[src/rtl/axi_config_regfile.sv]
// Config-bus register bank: RW control words, live RO status, W1C interrupt block with mask, and a pulse register.
// Optional AXI_CONFIG_REGFILE_ACCESS_CNT_EN adds a read-only access counter at word index NUM_RW+4.
module axi_config_regfile #(
    parameter int                    ADDR_WIDTH = 32,
    parameter int                    DATA_WIDTH = 32,
    parameter int                    STRB_WIDTH = DATA_WIDTH / 8,
    parameter int                    NUM_RW     = 8,
    parameter logic [DATA_WIDTH-1:0] CTRL_RESET = '0
) (
    input  logic                         clk,
    input  logic                         rst,
    input  logic                         wr,
    input  logic [ADDR_WIDTH-1:0]        waddr,
    input  logic [DATA_WIDTH-1:0]        wdata,
    input  logic [STRB_WIDTH-1:0]        wstrb,
    input  logic                         rd,
    input  logic [ADDR_WIDTH-1:0]        raddr,
    output logic [DATA_WIDTH-1:0]        rdata,
    output logic                         rvalid,
    output logic [NUM_RW*DATA_WIDTH-1:0] ctrl,
    input  logic [DATA_WIDTH-1:0]        status,
    input  logic [DATA_WIDTH-1:0]        irq_event,
    output logic                         irq,
    output logic [DATA_WIDTH-1:0]        pulse
);

    localparam int OFFS = $clog2(STRB_WIDTH);
    localparam logic [ADDR_WIDTH-1:0] IDX_STATUS     = ADDR_WIDTH'(NUM_RW);
    localparam logic [ADDR_WIDTH-1:0] IDX_IRQ_STATUS = ADDR_WIDTH'(NUM_RW + 1);
    localparam logic [ADDR_WIDTH-1:0] IDX_IRQ_MASK   = ADDR_WIDTH'(NUM_RW + 2);
    localparam logic [ADDR_WIDTH-1:0] IDX_PULSE      = ADDR_WIDTH'(NUM_RW + 3);

    logic [ADDR_WIDTH-1:0] widx;
    logic [ADDR_WIDTH-1:0] ridx;
    logic [DATA_WIDTH-1:0] wmask;

    assign widx = waddr >> OFFS;
    assign ridx = raddr >> OFFS;

    generate
        for (genvar gi = 0; gi < STRB_WIDTH; gi++) begin : g_wmask
            assign wmask[gi*8 +: 8] = {8{wstrb[gi]}};
        end
    endgenerate

    logic [NUM_RW-1:0][DATA_WIDTH-1:0] ctrl_q, ctrl_d;
    logic [DATA_WIDTH-1:0] irq_status_q, irq_status_d;
    logic [DATA_WIDTH-1:0] irq_mask_q, irq_mask_d;
    logic [DATA_WIDTH-1:0] irq_clr;
    logic                  irq_q, irq_d;
    logic [DATA_WIDTH-1:0] pulse_q, pulse_d;
    logic [DATA_WIDTH-1:0] rdata_q, rdata_d;
    logic                  rvalid_q, rvalid_d;
    logic [DATA_WIDTH-1:0] rmux;

`ifdef AXI_CONFIG_REGFILE_ACCESS_CNT_EN
    localparam logic [ADDR_WIDTH-1:0] IDX_ACCESS_CNT = ADDR_WIDTH'(NUM_RW + 4);
    logic [DATA_WIDTH-1:0] cnt_q, cnt_d;

    // A cycle carrying both a read and a write counts twice.
    always_comb begin
        cnt_d = cnt_q;
        if (wr) begin
            cnt_d = cnt_q + (rd ? DATA_WIDTH'(2) : DATA_WIDTH'(1));
        end
    end

    always_ff @(posedge clk) begin
        if (rst) begin
            cnt_q <= '0;
        end else begin
            cnt_q <= cnt_d;
        end
    end
`endif

    always_comb begin
        for (int k = 0; k < NUM_RW; k++) begin
            ctrl_d[k] = ctrl_q[k];
            if (wr && widx == ADDR_WIDTH'(k)) begin
                ctrl_d[k] = (ctrl_q[k] & ~wmask) | (wdata & wmask);
            end
        end
    end

    // Set wins over clear: the event OR is applied after the W1C mask.
    always_comb begin
        irq_clr = '0;
        if (wr && widx == IDX_IRQ_STATUS) begin
            irq_clr = wdata & wmask;
        end
        irq_status_d = (irq_status_q & ~irq_clr) | irq_event;

        irq_mask_d = irq_mask_q;
        if (wr && widx == IDX_IRQ_MASK) begin
            irq_mask_d = (irq_mask_q & ~wmask) | (wdata & wmask);
        end

        irq_d = |(irq_status_q & irq_mask_q);

        pulse_d = '0;
        if (wr && widx == IDX_PULSE) begin
            pulse_d = wdata & wmask;
        end
    end

    // Read mux sees register state before any same-cycle write.
    always_comb begin
        rmux = '0;
        for (int k = 0; k < NUM_RW; k++) begin
            if (ridx == ADDR_WIDTH'(k)) begin
                rmux = ctrl_q[k];
            end
        end
        if (ridx == IDX_STATUS) begin
            rmux = status;
        end else if (ridx == IDX_IRQ_STATUS) begin
            rmux = irq_status_q;
        end else if (ridx == IDX_IRQ_MASK) begin
            rmux = irq_mask_q;
        end
`ifdef AXI_CONFIG_REGFILE_ACCESS_CNT_EN
        else if (ridx == IDX_ACCESS_CNT) begin
            rmux = cnt_q;
        end
`endif
    end

    always_comb begin
        rvalid_d = rd;
        rdata_d  = rdata_q;
        if (rd) begin
            rdata_d = rmux;
        end
    end

    always_ff @(posedge clk) begin
        if (rst) begin
            for (int k = 0; k < NUM_RW; k++) begin
                ctrl_q[k] <= CTRL_RESET;
            end
            irq_status_q <= '0;
            irq_mask_q   <= '0;
            irq_q        <= 1'b0;
            pulse_q      <= '0;
            rdata_q      <= '0;
            rvalid_q     <= 1'b0;
        end else begin
            ctrl_q       <= ctrl_d;
            irq_status_q <= irq_status_d;
            irq_mask_q   <= irq_mask_d;
            irq_q        <= irq_d;
            pulse_q      <= pulse_d;
            rdata_q      <= rdata_d;
            rvalid_q     <= rvalid_d;
        end
    end

    assign ctrl   = ctrl_q;
    assign irq    = irq_q;
    assign pulse  = pulse_q;
    assign rdata  = rdata_q;
    assign rvalid = rvalid_q;

endmodule

[config.mk]
export PLATFORM = sky130hd
export DESIGN_NAME = axi_config_regfile
export DESIGN_NICKNAME = d
export VERILOG_FILES = /design/src/rtl/axi_config_regfile.sv
export SDC_FILE = /design/constraint.sdc
export NUM_CORES = 1
export LEC_CHECK = 0
export BUFFER_PORTS_ARGS = -buffer_cell sky130_fd_sc_hd__buf_2
export CAP_MARGIN = 20
export CORE_ASPECT_RATIO = 1.1
export CORE_MARGIN = 2
export CORE_UTILIZATION = 35
export DETAILED_ROUTE_END_ITERATION = 7
export PLACE_DENSITY = 0.66
export SETUP_SLACK_MARGIN = 0.2
export SLEW_MARGIN = 40
export SYNTH_ARGS = -nofsm -noshare
export SYNTH_HDL_FRONTEND = slang
export SYNTH_SLANG_ARGS = --single-unit
[constraint.sdc]
create_clock -name clk -period 2.7 [get_ports clk]
set_input_delay 0.81 -clock clk [delete_from_list [all_inputs] [get_ports clk]]
set_output_delay 0.81 -clock clk [all_outputs]
set_load 0.05 [all_outputs]
==> out/metrics.csv <==
metric;value;unit
dieWidth;214;um
postRouteWirelength;78.0;mm
clock.fmax;407;MHz
via_per_inst;5.51;
worstSetupPathType;in -> reg;
wl_met2;35.2;mm
row_count;84;
hold-path-endpoint;irq_status_q[30];
cts_setup_buffers;0;
synth_nets;2002;
first_pass_iters;6;
clkTransAtPathRegs;0.06;ns
core;47900;um2
place_hpwl;60.0;mm
clkSinkCount;386;
clk_path_buf_depth;3;
remaining_drc_errors;0;
fin_tns_setup;0;ns
root_buffer;clkbuf_16;
path_max_fanout;10;
status;finished clean;
rr_endpoint;rdata[23];
routedLengthMet1;33.2;mm
cts_tree;yes;
detailed_place.area;21700;um2
synth_top_area_share;45.4;%
drt_iter0_drc;1723;
timing.slew.headroom;54.4;%
grt_pass1_wl;112;mm
wl_per_cell;25.2;um
synth-seq-area-share;45.4;%
synthTopCellsByArea;dfxtp_1, mux2i_1, nor2_1;
synth-seq-cells;386;
vias;17100;
finalPower;13.1;mW
drtAntennaViolNets;0;
hold_path_class;in -> reg;
die_area;50400;um2
grt_overflow;0;
yosys_warnings;0;
initial_core_util;35.5;%
num_io_pins;490;
rsz0062_at_grt;true;
instances_no_fill;3099;
synth.avg_cell_area;9.27;um2
final_util;48.6;%
area_growth_syn_to_layout;36.9;%
postSynthCellCount;1834;
fin_crit;2.46;ns
dpl_worst_slack;-0.325;ns
crit_required;3.15;ns
fin_crit_sh;91.0;%
place_inst;3014;
grt_pass1_vias;16400;
io_buffers;485;
peakVddDrop;406;uV
track_usage;29.8;%
hp-start;irq_event[30];
worst-r2r-setup-slack;0.88;ns
cellPowerDensity;562;nW/um2
grt_max_degree;135;
skew;0.0131;ns
yosysTopAreaCell;dfxtp_1;
worst_pin_slew;0.683;ns
ys_types;65;
final_layout_size_suffix_gt1_share;34.5;%
antenna_found_initial;6;
ctsHtreeMaxLevel;2;
synth_edf_count;0;
syn-cell-area;17000;um2
slew_viol_final;0;
power_leakage;12.0;nW
end_kind;flop;
max-cap-violations;0;
place.gp.congestion;0.946;
worst_r2r_path_depth;7;
cts_made_buffers;44;
holdWs;0.450;ns
hold_depth;3;
dr_wl_met3;6.59;mm
num-nets-final;2583;
clk_latency;0.57;ns
ys_async_sr_fraction;0;%
start_kind;input pin;
final_area;23300;um2
fin_ws;0.244;ns
synth_ff_type;dfxtp_1;
setup_viol;0;
hold_viol_final;0;
critPathArrivalTime;2.91;ns
die_h;235;um
top_layer_used;met4;
==> power by group <==
group          total [mW]  switching, mW  internal (mW)
Combinational       0.886          0.600          0.285
Clock                6.39           2.55           3.84
Sequential           5.79         0.0533           5.74
Total                13.1           3.20           9.86
==> worst max-delay path by stage <==
stage	startpoint	endpoint	slack, ns	cells past startpoint
after floorplan	waddr[24]	flop	0.11	7
after global placement	raddr[19]	rdata[17]	-0.29	10
after detailed placement	waddr[9]	flop	-0.33	10
after CTS	waddr[9]	flop	0.28	10
after global routing	raddr[2]	rdata[21]	0.20	8
final	raddr[8]	rdata[17]	0.24	10
==> what timing repair did <==
item	CTS	global route
hold buffers	0	0
resized for setup	0	3
setup endpoints to repair	0	65
==> cells in the final DEF (no fill, tap or decap), types with 6 or more instances in the layout <==
master	synthesis	layout
clkbuf_16	0	45
buf_12	0	33
nand2b_1	6	6
o21ai_1	7	8
diode_2	0	6
inv_1	7	7
clkbuf_8	0	11
a31oi_1	14	14
buf_2	26	484
nand2_1	84	84
nor4_4	3	13
nand3_1	86	86
o2bb2ai_1	9	9
nand3_4	20	21
o22ai_1	37	37
nor3_1	7	6
a222oi_1	9	9
o21ai_0	60	59
nand4_1	9	9
nor2b_1	9	8
a21oi_1	85	85
buf_4	0	168
mux2_2	16	16
a221o_1	8	8
nor2_1	335	334
nand3_2	13	12
a22oi_1	58	58
dfxtp_1	386	386
a22o_1	19	19
mux2i_1	276	276
and3_1	38	38
==> routing by layer <==
| metal | GRT usage, % | up-vias |
|---|---|---|
| met5 | 0 | - |
| met4 | 11.1 | 0 |
| met3 | 7.02 | 142 |
| met2 | 47.4 | 839 |
| met1 | 39.2 | 8342 |
| li1 | - | 7764 |
==> logic make-up (layout without fill, tap and decap cells) <==
group	Yosys count	after routing	share of synthesized area [%]
mux	293	293	17.4
simple gates	645	645	19.6
other cells	0	6	0
flops	386	386	45.4
buf+inv	158	772	3.79
compound gates	352	352	13.7
==> worst max-delay path, stage by stage <==
cell and delay (ns):
buf_2 0.12, nor4_4 0.34, and4_4 0.29, buf_12 0.14, nand4_1 0.25, buf_4 0.25, buf_4 0.16, o22ai_1 0.14
o21ai_0 0.16, a22o_1 0.24
==> final cells by class <==
cell class | instances | area (um2)
multi-input cells | 1290 | 8800
fillers | 4593 | 24700
clock inverters | 18 | 241
well taps | 645 | 807
repair buffers | 686 | 4360
inverters | 7 | 26.3
flip-flops and latches | 386 | 7730
diodes | 6 | 15.0
clock buffers | 61 | 1300
==> synthesized netlist by cell type (all sizes together), types with 14 or more instances <==
library cell and n:
mux2i 276, nor4 19, a21oi 85, nor2 335, o22ai 37, buf 33, nand2 84, and3 38
mux2 16, a22o 19, o21ai 67, a31oi 14, nand3 119, clkbuf 118, a22oi 58, dfxtp 386
(Power assumes the default switching activity.)
